## src/rtl/uart_arb_pkg.sv

```systemverilog
// Shared types and constants for the UART transmitter arbiter.
package uart_arb_pkg;
    localparam int BYTE_W = 8;
    localparam logic [BYTE_W-1:0] TAG_BASE_DEF = 8'h80;

    typedef enum logic [2:0] {
        IDLE      = 3'd0,
        LOAD      = 3'd1,
        START     = 3'd2,
        GUARD     = 3'd3,
        WAIT_DONE = 3'd4,
        TAG       = 3'd5
    } state_e;
endpackage

```

## src/rtl/uart_tx_arbiter_rr_pick.sv

```systemverilog
// Round-robin picker: first valid requester at or after rr_ptr, wrapping modulo N_REQ.
module rr_pick #(
    parameter int N_REQ = 2,
    parameter int IDX_W = 1
) (
    input  logic [N_REQ-1:0] req_valid,
    input  logic [IDX_W-1:0] rr_ptr,
    output logic             found,
    output logic [IDX_W-1:0] pick_idx
);
    always_comb begin
        int idx;
        idx      = 0;
        found    = 1'b0;
        pick_idx = '0;
        // Scan farthest-first so the candidate nearest rr_ptr overwrites the others.
        for (int i = N_REQ - 1; i >= 0; i--) begin
            idx = (int'(rr_ptr) + i) % N_REQ;
            if (req_valid[IDX_W'(idx)]) begin
                found    = 1'b1;
                pick_idx = IDX_W'(idx);
            end
        end
    end
endmodule

```

## src/rtl/uart_tx_arbiter.sv

```systemverilog
// Round-robin, packet-locked arbiter feeding one UART transmitter, one byte in flight.
// Optional UART_ARB_TAG_EN: prefix each granted packet with byte TAG_BASE | grant_idx.
module uart_tx_arbiter
    import uart_arb_pkg::*;
#(
    parameter int                N_REQ    = 2,
    parameter int                IDX_W    = (N_REQ > 1) ? $clog2(N_REQ) : 1,
    parameter logic [BYTE_W-1:0] TAG_BASE = TAG_BASE_DEF
) (
    input  logic                          clk,
    input  logic                          reset,
    input  logic [N_REQ-1:0]              req_valid,
    input  logic [N_REQ-1:0][BYTE_W-1:0]  req_data,
    input  logic [N_REQ-1:0]              req_last,
    output logic [N_REQ-1:0]              req_ready,
    output logic                          tx_start,
    output logic [BYTE_W-1:0]             tx_data,
    input  logic                          tx_busy,
    output logic [IDX_W-1:0]              grant_idx,
    output logic                          grant_active
);
    state_e              state_q, state_d;
    logic [IDX_W-1:0]    grant_idx_q, grant_idx_d;
    logic                grant_active_q, grant_active_d;
    logic [IDX_W-1:0]    rr_ptr_q, rr_ptr_d;
    logic [BYTE_W-1:0]   tx_data_q, tx_data_d;
    logic                last_q, last_d;
    logic                pick_found;
    logic [IDX_W-1:0]    pick_idx;

    rr_pick #(.N_REQ(N_REQ), .IDX_W(IDX_W)) u_rr_pick (
        .req_valid (req_valid),
        .rr_ptr    (rr_ptr_q),
        .found     (pick_found),
        .pick_idx  (pick_idx)
    );

    always_ff @(posedge clk) begin
        if (reset) begin
            state_q        <= IDLE;
            grant_idx_q    <= '0;
            grant_active_q <= 1'b0;
            rr_ptr_q       <= '0;
            tx_data_q      <= '0;
            last_q         <= 1'b0;
        end else begin
            state_q        <= state_d;
            grant_idx_q    <= grant_idx_d;
            grant_active_q <= grant_active_d;
            rr_ptr_q       <= rr_ptr_d;
            tx_data_q      <= tx_data_d;
            last_q         <= last_d;
        end
    end

    always_comb begin
        state_d        = state_q;
        grant_idx_d    = grant_idx_q;
        grant_active_d = grant_active_q;
        rr_ptr_d       = rr_ptr_q;
        tx_data_d      = tx_data_q;
        last_d         = last_q;
        case (state_q)
            IDLE: begin
                if (pick_found) begin
                    grant_idx_d    = pick_idx;
                    grant_active_d = 1'b1;
`ifdef UART_ARB_TAG_EN
                    state_d        = TAG;
`else
                    state_d        = LOAD;
`endif
                end
            end
`ifdef UART_ARB_TAG_EN
            TAG: begin
                tx_data_d = TAG_BASE | BYTE_W'(grant_idx_q);
                last_d    = 1'b0;
                state_d   = START;
            end
`endif
            LOAD: begin
                // An idle owner keeps the lock; nobody else is considered here.
                if (req_valid[grant_idx_q]) begin
                    tx_data_d = req_data[grant_idx_q];
                    last_d    = req_last[grant_idx_q];
                    state_d   = START;
                end
            end
            START: state_d = GUARD;
            // tx_busy only rises the cycle after the start pulse, so skip one sample.
            GUARD: state_d = WAIT_DONE;
            WAIT_DONE: begin
                if (!tx_busy) begin
                    if (last_q) begin
                        grant_active_d = 1'b0;
                        rr_ptr_d       = (grant_idx_q == IDX_W'(N_REQ - 1)) ? '0 : grant_idx_q + 1'b1;
                        state_d        = IDLE;
                    end else begin
                        state_d = LOAD;
                    end
                end
            end
            default: state_d = IDLE;
        endcase
    end

    always_comb begin
        req_ready = '0;
        if (state_q == LOAD && req_valid[grant_idx_q]) begin
            req_ready[grant_idx_q] = 1'b1;
        end
        tx_start     = (state_q == START);
        tx_data      = tx_data_q;
        grant_idx    = grant_idx_q;
        grant_active = grant_active_q;
    end
endmodule

```

## config.mk

```make
export PLATFORM = sky130hd
export DESIGN_NAME = uart_tx_arbiter
export DESIGN_NICKNAME = d
export VERILOG_FILES = /design/src/rtl/uart_arb_pkg.sv /design/src/rtl/uart_tx_arbiter_rr_pick.sv /design/src/rtl/uart_tx_arbiter.sv
export SDC_FILE = /design/constraint.sdc
export NUM_CORES = 1
export LEC_CHECK = 0
export ABC_AREA = 0
export CAP_MARGIN = 20
export CORE_MARGIN = 2
export CORE_UTILIZATION = 40
export DETAILED_ROUTE_END_ITERATION = 10
export DONT_BUFFER_PORTS = 1
export PLACE_DENSITY_LB_ADDON = 0.2
export REMOVE_ABC_BUFFERS = 1
export SKIP_CTS_REPAIR_TIMING = 1
export SLEW_MARGIN = 25
export SYNTH_ARGS = -nofsm -noshare
export SYNTH_HDL_FRONTEND = slang
export SYNTH_HIERARCHICAL = 1
export SYNTH_SLANG_ARGS = --single-unit
```

## constraint.sdc

```tcl
create_clock -name clk -period 2.5 [get_ports clk]
set_input_delay 0.25 -clock clk [delete_from_list [all_inputs] [get_ports clk]]
set_output_delay 0.25 -clock clk [all_outputs]
set_load 0.01 [all_outputs]
```

==> impl_metrics.tcl <==
set metrics [dict create \
    antenna_cells 0 \
    maxCapViolations 0 \
    wirelength_um 1594 \
    final.min_clock_period_ps 1690 \
    ys_ff_latch 15 \
    synth_ff_type "dfxtp_1" \
    synth_top_area_share 0.3967 \
    whs_ps 20.15 \
    vdd_ir_drop_max_uv 215.3 \
    synth_commonest_cells "dfxtp_1 (15), inv_1 (10), o32ai_1 (9)" \
    ant_nets 0 \
    drcViolationCount 0 \
    power_uw 458.0 \
    cts_buffer_depth 2 \
    place_hpwl_um 1135 \
    rsz0062_at_grt "false" \
    vias 607 \
    insertion_delay_ps 280 \
    grt_start_max_net_pins 18 \
    dr.pass1.iters 4 \
    synth.largest_area_cell "dfxtp_1" \
    min_path_type "in -> reg" \
    synth_seq_area_share 0.3967 \
    slowest_delay_ps 460 \
    tightest_slew_ps 556.8 \
    cts_tree "yes" \
    tns_ps 0 \
    dieArea_um2 2256 \
    leakage_uw 0.0002488 \
    r2r-end "tx_data[7]" \
    syn_avg_cell_area_um2 8.701 \
    start_kind "register" \
    p_per_area_nw_per_um2 592.4 \
    multi_input_area_um2 376.6 \
    avgRoutedWirePerCell_um 14.76 \
    critPathSlowestCell "or3b_1" \
    timing.final.crit_share 0.6759 \
    cp_top_family "simple AND/OR/NAND/NOR gates" \
    port_buffers 0 \
    rr_startpoint "state_q[0]" \
    max-slew-margin-rel 0.6280 \
    path_class "reg -> out" \
    netlist_area_um2 757.0 \
    clock.fmax_mhz 591.8 \
    area_growth_pct 2.149 \
    setup_viol 0 \
    gp_congestion 0.7586 \
    cts_buffers 3 \
    ys_warn_count 6 \
    drive_gt1_frac 0.06024 \
    synthCells 87 \
    synth_area_leaders "dfxtp_1 (40%), o32ai_1 (10%), a22oi_1 (6.0%), inv_1 (5.0%), and3b_1 (3.5%)" \
    outcome "complete, no violations" \
    path_cells "or3b_1, nor2_1" \
    grt_overflow 0 \
    htreeDepth 1 \
    cts.clk_slew.worst_paths_ps 90 \
    ff2ff_setup_slack_ps 930 \
    crit_buf_inv 0 \
    dieWidth_um 47.50 \
    min_path_cells 1 \
    ioPinCount 36 \
    rows 15 \
    grt_use_total 0.1566 \
    drtIter0Drc 12 \
    nNetsFinal 107 \
    antenna_found_initial 0 \
    synth-edff-count 0 \
    fill_cells 187 \
    required_ps 2250 \
    die_y_um 47.50 \
    finalHoldViolCount 0 \
    cp_max_fo 8 \
    async_reset_ff_frac 0 \
    worstSetupEndpointType "output pin" \
    grt_pass1_vias 580 \
    holdPathEnd "grant_active" \
    start_util 0.4337 \
    yosysMostFrequentCell "dfxtp_1" \
    regArea_um2 300.3 \
    ff2ff_path_depth 3 \
    via_per_inst 5.620 \
    slew_violations 0 \
    grt_pass1_wl_um 2463 \
    core-area_um2 1745 \
    min_from "reset" \
    synth_cell_types 30 \
    cts.sinks 15 \
    clock-root-buffer "clkbuf_4" \
    finalClockSkew_ps 1.778 \
    arrival_ps 1440 \
]
-- layout by cell type (no fill, tap or decap) --
master / n
a21oi_1: 3
nor2b_1: 2
o311ai_0: 1
nor3b_1: 1
mux2i_1: 1
clkbuf_4: 3
or3b_1: 2
a22oi_1: 6
and3b_1: 3
a21oi_2: 1
nor4b_1: 1
inv_1: 10
nand3b_1: 1
and2_1: 2
dfxtp_1: 15
clkinv_2: 1
o21ai_0: 2
or3_1: 1
nand2_1: 2
a31oi_1: 3
o21a_1: 1
nor2_1: 5
or2_0: 1
a211oi_1: 1
o32ai_1: 9
o31ai_1: 1
o41ai_1: 1
nand2b_1: 3
-- layout make-up --
class	count	area share
Multi-Input combinational cell	54	0.4871
Sequential cell	15	0.3883
Inverter	10	0.04854
Tap cell	25	0.04045
Clock buffer	3	0.02913
Clock inverter	1	0.006472
-- worst max path at each step --
stage                    start      endpoint  slack [ps]  cells after the start
floorplan           state_q[0]        last_q        1130                      3
global placement    state_q[0]    tx_data[4]         990                      3
detailed placement  state_q[0]    tx_data[7]         940                      3
CTS                 state_q[0]  req_ready[0]         800                      2
global route        state_q[0]  req_ready[0]         740                      2
finish              state_q[0]  req_ready[0]         810                      2
-- sequential cells by signal, summed over array words and instances, names as in the netlist --
| signal | cells |
|---|---|
| grant_active | 1 |
| grant_idx | 1 |
| state_q | 3 |
| rr_ptr_q | 1 |
| tx_data | 8 |
| last_q | 1 |
-- per-stage QoR --
stage / utilization / cells / instance area (um2) / setup WS [ps]
floorplan: - / 79 / 714.4 / 1127
global placement: 0.4272 / 104 / 745.7 / 988.6
detailed placement: 0.4272 / 104 / 745.7 / 943.2
CTS: 0.4430 / 108 / 773.2 / 802.5
global route: 0.4430 / 108 / 773.2 / 741.0
finish: 0.4430 / 108 / 773.2 / 810.2
-- layer usage --
metal / global-route usage / up-vias / part of all wire
met1: 0.1931 / 273 / 0.44
li1: - / 309 / -
met4: 0.08333 / 0 / 0.0075
met5: 0 / - / 0
met2: 0.2514 / 23 / 0.47
met3: 0.03774 / 2 / 0.078
-- report_power, final --
part,internal [uW],switching (uW)
clock network,59.4,81.9
logic,23.4,25.0
registers,252,16.5
total,335,123
-- cell families (layout without fill, tap and decap cells) --
kind of cell    count (synthesis)  after routing  synth area share
simple gates                   24             24            0.1984
mux                             1              1           0.01322
compound gates                 29             29            0.2860
buf+inv                        18             14            0.1058
flops                          15             15            0.3967
-- worst register-to-register path: cells and delay by family, from the launching register on --
family | cells | cell delay (ps)
AO/OA/AOI/OAI | 1 | 180
flip-flops | 1 | 450
AND/OR/NAND/NOR | 2 | 850
Note: power is estimated with default switching activity, not from simulation.
